===== config.mk =====
export PLATFORM = sky130hd
export DESIGN_NAME = ysyx_22040125_operand_fetch
export DESIGN_NICKNAME = d
export VERILOG_FILES = /design/src/rtl/ysyx_22040125_operand_fetch.sv
export SDC_FILE = /design/constraint.sdc
export NUM_CORES = 1
export LEC_CHECK = 0
export BUFFER_PORTS_ARGS = -buffer_cell sky130_fd_sc_hd__buf_4
export CAP_MARGIN = 40
export CORE_AREA = 2 2 166 168
export CTS_CLUSTER_SIZE = 12
export DETAILED_ROUTE_END_ITERATION = 8
export DIE_AREA = 0 0 168 170
export PLACE_DENSITY = 0.71
export SLEW_MARGIN = 10
export SYNTH_ARGS = -nofsm -noshare
export SYNTH_HDL_FRONTEND = slang
export SYNTH_SLANG_ARGS = --single-unit

===== constraint.sdc =====
create_clock -name clk -period 6.9 [get_ports clk]
set_clock_uncertainty 0.2 [all_clocks]
set_input_delay 0 -clock clk [delete_from_list [all_inputs] [get_ports clk]]
set_output_delay 0 -clock clk [all_outputs]
set_load 0.05 [all_outputs]

===== src/rtl/ysyx_22040125_operand_fetch.sv =====
// Operand fetch: reads the register file, forwards writeback data, stalls on RAW/WAW via a busy scoreboard.
// Accept-to-out_valid latency is 1 cycle; in_ready drops on hazard, flush, or a held bundle execute has not taken.
module ysyx_22040125_operand_fetch #(
  parameter int PAYLOAD_W = 32,
  parameter int XLEN      = 64
) (
  input  logic                 clk,
  input  logic                 rst_n,
  input  logic                 in_valid,
  output logic                 in_ready,
  input  logic [4:0]           in_rs1,
  input  logic [4:0]           in_rs2,
  input  logic                 in_use_rs1,
  input  logic                 in_use_rs2,
  input  logic [4:0]           in_rd,
  input  logic                 in_rd_wen,
  input  logic [PAYLOAD_W-1:0] in_payload,
  output logic [4:0]           rf_addr_rs1,
  output logic [4:0]           rf_addr_rs2,
  input  logic [XLEN-1:0]      rf_data_rs1,
  input  logic [XLEN-1:0]      rf_data_rs2,
  input  logic                 wb_en,
  input  logic [4:0]           wb_addr,
  input  logic [XLEN-1:0]      wb_data,
  input  logic                 flush,
  output logic                 out_valid,
  input  logic                 out_ready,
  output logic [XLEN-1:0]      out_rs1_val,
  output logic [XLEN-1:0]      out_rs2_val,
  output logic [4:0]           out_rd,
  output logic                 out_rd_wen,
  output logic [PAYLOAD_W-1:0] out_payload
);

  logic [31:0]          busy_q, busy_d;
  logic                 out_valid_q;
  logic [XLEN-1:0]      rs1_val_q, rs2_val_q;
  logic [4:0]           rd_q;
  logic                 rd_wen_q;
  logic [PAYLOAD_W-1:0] payload_q;
  logic                 hazard;
  logic                 accept;

  function automatic logic wb_hit(input logic [4:0] r);
    return wb_en && (wb_addr == r) && (r != 5'd0);
  endfunction

  // A writeback landing this cycle satisfies the dependency through forwarding.
  function automatic logic eff_busy(input logic [4:0] r);
    return busy_q[r] && !wb_hit(r);
  endfunction

  function automatic logic [XLEN-1:0] operand(input logic [4:0] r, input logic [XLEN-1:0] rf);
    if (r == 5'd0)  return '0;
    if (wb_hit(r))  return wb_data;
    return rf;
  endfunction

  assign rf_addr_rs1 = in_rs1;
  assign rf_addr_rs2 = in_rs2;

  assign hazard = (in_use_rs1 && eff_busy(in_rs1)) ||
                  (in_use_rs2 && eff_busy(in_rs2)) ||
                  (in_rd_wen  && eff_busy(in_rd));

  assign in_ready = (!out_valid_q || out_ready) && !hazard && !flush;
  assign accept   = in_valid && in_ready;

  // Ordering gives set priority over writeback clear, and flush clear priority over set.
  always_comb begin
    busy_d = busy_q;
    if (wb_en && wb_addr != 5'd0)
      busy_d[wb_addr] = 1'b0;
    if (accept && in_rd_wen && in_rd != 5'd0)
      busy_d[in_rd] = 1'b1;
    if (flush && out_valid_q && rd_wen_q && rd_q != 5'd0)
      busy_d[rd_q] = 1'b0;
    busy_d[0] = 1'b0;
  end

  always_ff @(posedge clk) begin
    if (!rst_n) begin
      busy_q      <= '0;
      out_valid_q <= 1'b0;
      rs1_val_q   <= '0;
      rs2_val_q   <= '0;
      rd_q        <= '0;
      rd_wen_q    <= 1'b0;
      payload_q   <= '0;
    end else begin
      busy_q <= busy_d;
      if (flush) begin
        out_valid_q <= 1'b0;
      end else if (accept) begin
        out_valid_q <= 1'b1;
        rs1_val_q   <= operand(in_rs1, rf_data_rs1);
        rs2_val_q   <= operand(in_rs2, rf_data_rs2);
        rd_q        <= in_rd;
        rd_wen_q    <= in_rd_wen;
        payload_q   <= in_payload;
      end else if (out_ready) begin
        out_valid_q <= 1'b0;
      end
    end
  end

  assign out_valid   = out_valid_q;
  assign out_rs1_val = rs1_val_q;
  assign out_rs2_val = rs2_val_q;
  assign out_rd      = rd_q;
  assign out_rd_wen  = rd_wen_q;
  assign out_payload = payload_q;

endmodule


# ---- After elaboration in Yosys (flattened, before gate mapping)
# Cells that the tools add are included.
dict set report word_totals {
  input_bits 253
  ff_bits 199
  word_cells 112
  out_inout_bits 178
}
dict set report classes {
  order_cmp 8
  n_eq_ne 3
  reduce_logical 43
  bitwise 7
  n_mux 43
}
# op n
set ops {}
lappend ops {{$mux W64} 8}
lappend ops {{$mux W32} 3}
lappend ops {{$and A32 B32 Y32} 2}
lappend ops {{$not A32 Y32} 2}
lappend ops {{$or A32 B32 Y32} 1}
lappend ops {{$lt A5 B6 Y1 const B} 5}
lappend ops {{$mux W1} 26}
lappend ops {{$reduce_bool A5 Y1} 5}
lappend ops {{$logic_and A1 B1 Y1} 24}
lappend ops {{$bmux W1 S5} 3}
lappend ops {{$demux W1 S5} 3}
lappend ops {{$eq A5 B5 Y1} 3}
lappend ops {{$ge A5 B1 Y1 const B} 3}
lappend ops {{$logic_not A5 Y1} 2}
lappend ops {{$logic_not A1 Y1} 6}
lappend ops {{$logic_or A1 B1 Y1} 3}
lappend ops {{$not A1 Y1} 2}
lappend ops {{$reduce_and A2 Y1} 1}
lappend ops {{$reduce_bool A2 Y1} 1}
lappend ops {{$reduce_or A2 Y1} 1}

# ---- Longest topological paths before layout
dict set report logic_depth {
  word_depth 21
  mapped_depth 12
  ltp_nobuf 7
}

# ---- Worst setup path before layout
# OpenSTA, ideal clock, no wires.
dict set report synth_timing {
  path_type {register -> output}
  startpoint {reg busy_q[12]}
  endpoint {out in_ready}
  setup_slack_ns 3.562
  arrival_time_ns 3.138
  n_path_buf 1
  path_stages_with_launch 8
  required_time_ns 6.700
  cell_sequence {dfxtp_1 -> mux4_1 -> nor2b_1 -> a211oi_1 -> a21oi_1 -> a22o_1 -> clkbuf_2 -> nor4_1}
}
dict set report synth_between {
  elab_chain_cells 9
  word_cells_on_any_way 17
  cone_classes {6 x mux; 11 x reduce/logical}
}
# element line_no
set synth_lines {}
lappend synth_lines {{start, declared} 35} ;# logic [31:0] busy_q, busy_d;
lappend synth_lines {{start signal, assigned} 91} ;# busy_q <= busy_d;
lappend synth_lines {{$bmux W1 S5} 50} ;# return busy_q[r] && !wb_hit(r);
lappend synth_lines {{$mux W1 (not written as such)} 50}
lappend synth_lines {{$logic_and A1 B1 Y1} 50}
lappend synth_lines {{$logic_and A1 B1 Y1 (on tied branches)} {62, 63}}
lappend synth_lines {{$logic_or A1 B1 Y1} 62} ;# assign hazard = (in_use_rs1 && eff_busy(in_rs1)) ||
lappend synth_lines {{$logic_or A1 B1 Y1 (*)} 63} ;# (in_use_rs2 && eff_busy(in_rs2)) ||
lappend synth_lines {{$logic_not A1 Y1 (*)} 66} ;# assign in_ready = (!out_valid_q || out_ready) && !hazard && !flush;
lappend synth_lines {{$logic_and A1 B1 Y1 (*) (2 in a row)} 66}
lappend synth_lines {{end, declared} 10} ;# output logic in_ready,
# Mark *: on every way between the ends. The rest lies on a longest branch, timed or not. The select of a mux whose other input is x is not followed.

# ---- Worst setup path after layout
dict set report layout_timing {
  startpoint {in wb_addr[4]}
  endpoint {reg rs1_val_q[14], in the netlist out_rs1_val[14]}
}
dict set report layout_between {
  elab_chain_cells 13
  word_cells_on_any_way 33
  cone_classes {3 x eq/ne; 8 x mux; 22 x reduce/logical}
}
# element line_no
set layout_lines {}
lappend layout_lines {{start, declared} 23} ;# input logic [4:0] wb_addr,
lappend layout_lines {{parallel branches: the longest is 13 deep, another holds $mux W64} -}
lappend layout_lines {{end signal, assigned} 96} ;# rs1_val_q <= operand(in_rs1, rf_data_rs1);
lappend layout_lines {{end, declared} 37} ;# logic [XLEN-1:0] rs1_val_q, rs2_val_q;
# Several ways; the timed one is not identified. The select of a mux whose other input is x is not followed.
# A chain may end at the register's enable or synchronous reset.

==> results by group <==
Clock network
  • Insertion delay to the later sink of the worst-skew pair: 0.43 ns
  • CTS Buf Count: 17
  • TritonCTS clock tree: done
  • CTS H-tree lvls: 4
  • Clock-pin slew on the worst setup and hold paths: 0.08 ns
  • Resize count post-CTS: 0
  • Clock Tree Buf Depth: 2
  • Clock tree root driver cell: clkbuf_16
  • # Post-CTS Setup Buffers: 0
  • Count of clock tree sinks: 198

Detailed routing
  • Vias per inst: 5.54
  • Number of design rule violations left after detail routing: 0
  • Total detailed-routing wirelength: 48.8 mm
  • Antenna viol nets, final: 0
  • Routed wirelength normalized by instance count: 19.3 um
  • Starting DRC count in detailed routing: 1264
  • Total vias in the final route: 14000
  • Detailed Routing Iterations Pass 1: 6

Timing
  • RSZ-0062 raised after global routing: false
  • Accumulated negative setup slack: 0 ns
  • Time the worst path needs with I/O delays and setup: 4.70 ns
  • Setup-violating endpoint count in the final report: 0
  • Final Hold Violating Endpoints: 0
  • Maximum frequency from static timing analysis: 213 MHz
  • Final Max Tran Viols: 0
  • Actual slew at the worst max-slew pin: 0.990 ns
  • Worst max-slew margin expressed relative to the limit: 34.0%
  • Final worst path period share: 68.1%
  • Final setup slack of the worst path: 2.20 ns

Logic synthesis
  • Yosys warning total: 0
  • Top cell type by total area after synthesis: dfxtp_1
  • Register bit total from synthesis: 198
  • Sequential cell area fraction in the yosys report: 35.0%
  • Number of nets produced by synthesis: 1761
  • Prevailing post-synth register cell: dfxtp_1
  • Mapped Avg Cell Area: 7.50 um^2
  • Number of flops mapped to enable cells by yosys: 0
  • Post-synthesis instance area: 0.0113 mm^2
  • Post-synth cell types: 56
  • Yosys top cell area share: 35.0%
  • Syn Inst Count: 1508
  • Most area-consuming cells after synthesis: dfxtp_1 35%, nand2_1 20%, mux2i_1 15%, o21ai_0 8.4%, clkbuf_1 2.9%
  • Share of async-settable or async-resettable flops after synthesis: 0%

Run status
  • Run status: completed

Cells and area
  • Non-Filler Cell Area, Final: 0.0184 mm^2
  • Area growth, synth to finish: 62.7%
  • Share of post-route cells with drive strength above 1: 23.2%
  • Final #Nets: 2426
  • Leading cell types in the layout, fill and taps excluded: 600 x nand2_1, 438 x buf_4, 340 x dlygate4sd3_1
  • Most common library cell in the layout ignoring fill and taps: nand2_1

Floorplan
  • Number of placed I/O pins: 431
  • Floorplan die area: 0.0286 mm^2
  • Number of core rows: 60
  • Starting density of the core: 42.4%
  • Total core area: 0.0267 mm^2
  • Die Height: 170 um
  • Width of the die: 168 um

Place
  • GPL Wtd Cong: 0.986
  • Half-perimeter wire length after detailed placement: 30.1 mm
  • Worst slack, placed: 2.82 ns
  • Number of buffer cells added on primary ports: 430
  • Placed instance area: 0.0144 mm^2

Power and ir drop
  • Pwr/cell area: 171 mW/mm^2
  • Leak Pwr: 8.77 nW
  • Worst-case vdd ir drop: 0.000151 V

Worst setup path
  • Worst-path cell with the longest stage delay: buf_4
  • Worst path arrival time: 4.87 ns
  • Worst setup EP type: register
  • Crit path required time: 7.07 ns
  • Cell Chain, Critical Path: dlygate4sd3_1, buf_4, xnor2_1, nand4_1, nor4b_4, buf_4, buf_4, nand2_1, o21ai_0, dlygate4sd3_1, nand2_1, dlygate4sd3_1, mux2i_1, dlygate4sd3_1
  • Largest fanout of any net on the critical path: 67
  • Top cell by count, worst path: dlygate4sd3_1
  • Startpoint type of the worst setup path: input port
  • Highest cell delay on the worst timing path: 0.61 ns
  • Worst setup path category: input port to register

Worst hold path
  • Worst hold-check path type: input port to register

Global route
  • Overall fraction of global-route tracks in use: 32.9%
  • Number of global-route vias before repair: 14200
  • Largest net degree at the start of global routing: 175
  • GR Overflow Total: 0
  • Initial antenna violation count: 4
  • Wire length of the first global-routing pass: 74.8 mm

Run
  • Max_cap viols: 0
==> layer usage <==
layer,share of wire (%),vias to the layer above,global-route usage (%)
met5,0,-,0
met4,6.4,0,20.1
met3,9.1,217,7.86
met2,47,846,55.0
met1,37,6547,38.3
li1,-,6400,-
==> flip-flops by register name, indices dropped and copies added, names as in the netlist <==
| signal | count |
|---|---|
| out_rs1_val | 64 |
| out_rs2_val | 64 |
| out_payload | 32 |
| busy_q | 31 |
| out_rd | 5 |
| out_rd_wen | 1 |
| out_valid | 1 |
==> cells in the mapped netlist, types with 2 or more instances <==
cell       count
mux2i_1      174
a211o_1        3
dfxtp_1      198
a211oi_1       2
buf_6          8
nor3_1         3
nor2_1        10
or3_1          9
mux2_2        12
o41ai_1        2
buf_4         26
xnor2_1       10
xor2_1         4
mux4_2         8
o21ai_0      189
nand3_1       13
or3b_2         5
o22ai_1        9
or2_2          4
nand2b_1       4
a31oi_1        2
o221ai_1       2
or4_1         24
a21oi_1       26
buf_2         12
inv_1          2
o31ai_1        3
nand4_1        3
a2111oi_0      2
nand2_1      603
nand3b_1      14
mux4_1         5
clkbuf_1      88
nor2b_1        5
nor3b_1        3
==> cell type report <==
cell class | count | area [um^2]
Clock inverter | 12 | 115
Timing Repair Buffer | 782 | 6780
Sequential cell | 198 | 3960
Inverter | 2 | 7.51
Tap cell | 341 | 427
Fill cell | 1945 | 8250
Multi-Input combinational cell | 1172 | 6670
Clock buffer | 18 | 429
Antenna cell | 5 | 12.5
==> per-stage QoR <==
step / cells / total power [mW] / util [%] / hold WS [ns]
floorplan: 1508 / 1.71 / - / -0.0612
global placement: 2153 / 1.97 / 54.0 / 0.0505
detailed placement: 2155 / 1.98 / 54.2 / 0.0637
CTS: 2525 / 3.13 / 69.0 / 0.00842
global route: 2529 / 3.25 / 69.0 / 0.0436
finish: 2530 / 3.14 / 69.1 / 0.0382
==> cell families (layout without fill, tap and decap cells) <==
logic type                after synthesis  count (layout)  synth area share [%]
muxes                                 200             200                  19.4
AOI/OAI and AO/OA                     248             248                  11.8
DFF                                   198             198                  35.0
buffers and inverters                 138             814                  6.21
and+or+nand+nor                       710             710                  26.5
other                                   0               5                     0
xor gates and xnor gates               14              14                  1.08
==> critical path, delay by kind of cell <==
kind	cells	cell delay (ns)
buf+inv	7	3.68
xor+xnor	1	0.21
mux	1	0.15
compound gates	1	0.09
simple gates	4	0.65
==> worst paths after layout <==
check | start | end | slack [ns] | cells past startpoint
worst max register to register | busy_q[3]$_SDFF_PN0_ | out_rs2_val[22]$_SDFFE_PN0P_ | 2.60 | 10
worst min-delay path | wb_addr[0] | busy_q[24]$_SDFF_PN0_ | 0.04 | 4
worst min register to register | out_payload[12]$_SDFFE_PN0P_ | out_payload[12]$_SDFFE_PN0P_ | 0.26 | 2
worst max-delay path | wb_addr[4] | out_rs1_val[14]$_SDFFE_PN0P_ | 2.20 | 14
==> report_power, final <==
part           internal (mW)  switching, mW  leakage (nW)
Clock                  0.476          0.509         0.263
Combinational          0.416          0.510          6.90
Sequential              1.20         0.0374          1.61
Total                   2.09           1.06          8.77
==> what timing repair did <==
action,4_1_cts,5_1_grt
setup endpoints to repair,0,0
hold endpoints to repair,198,0
hold buffers,340,0
(Power assumes the default switching activity.)
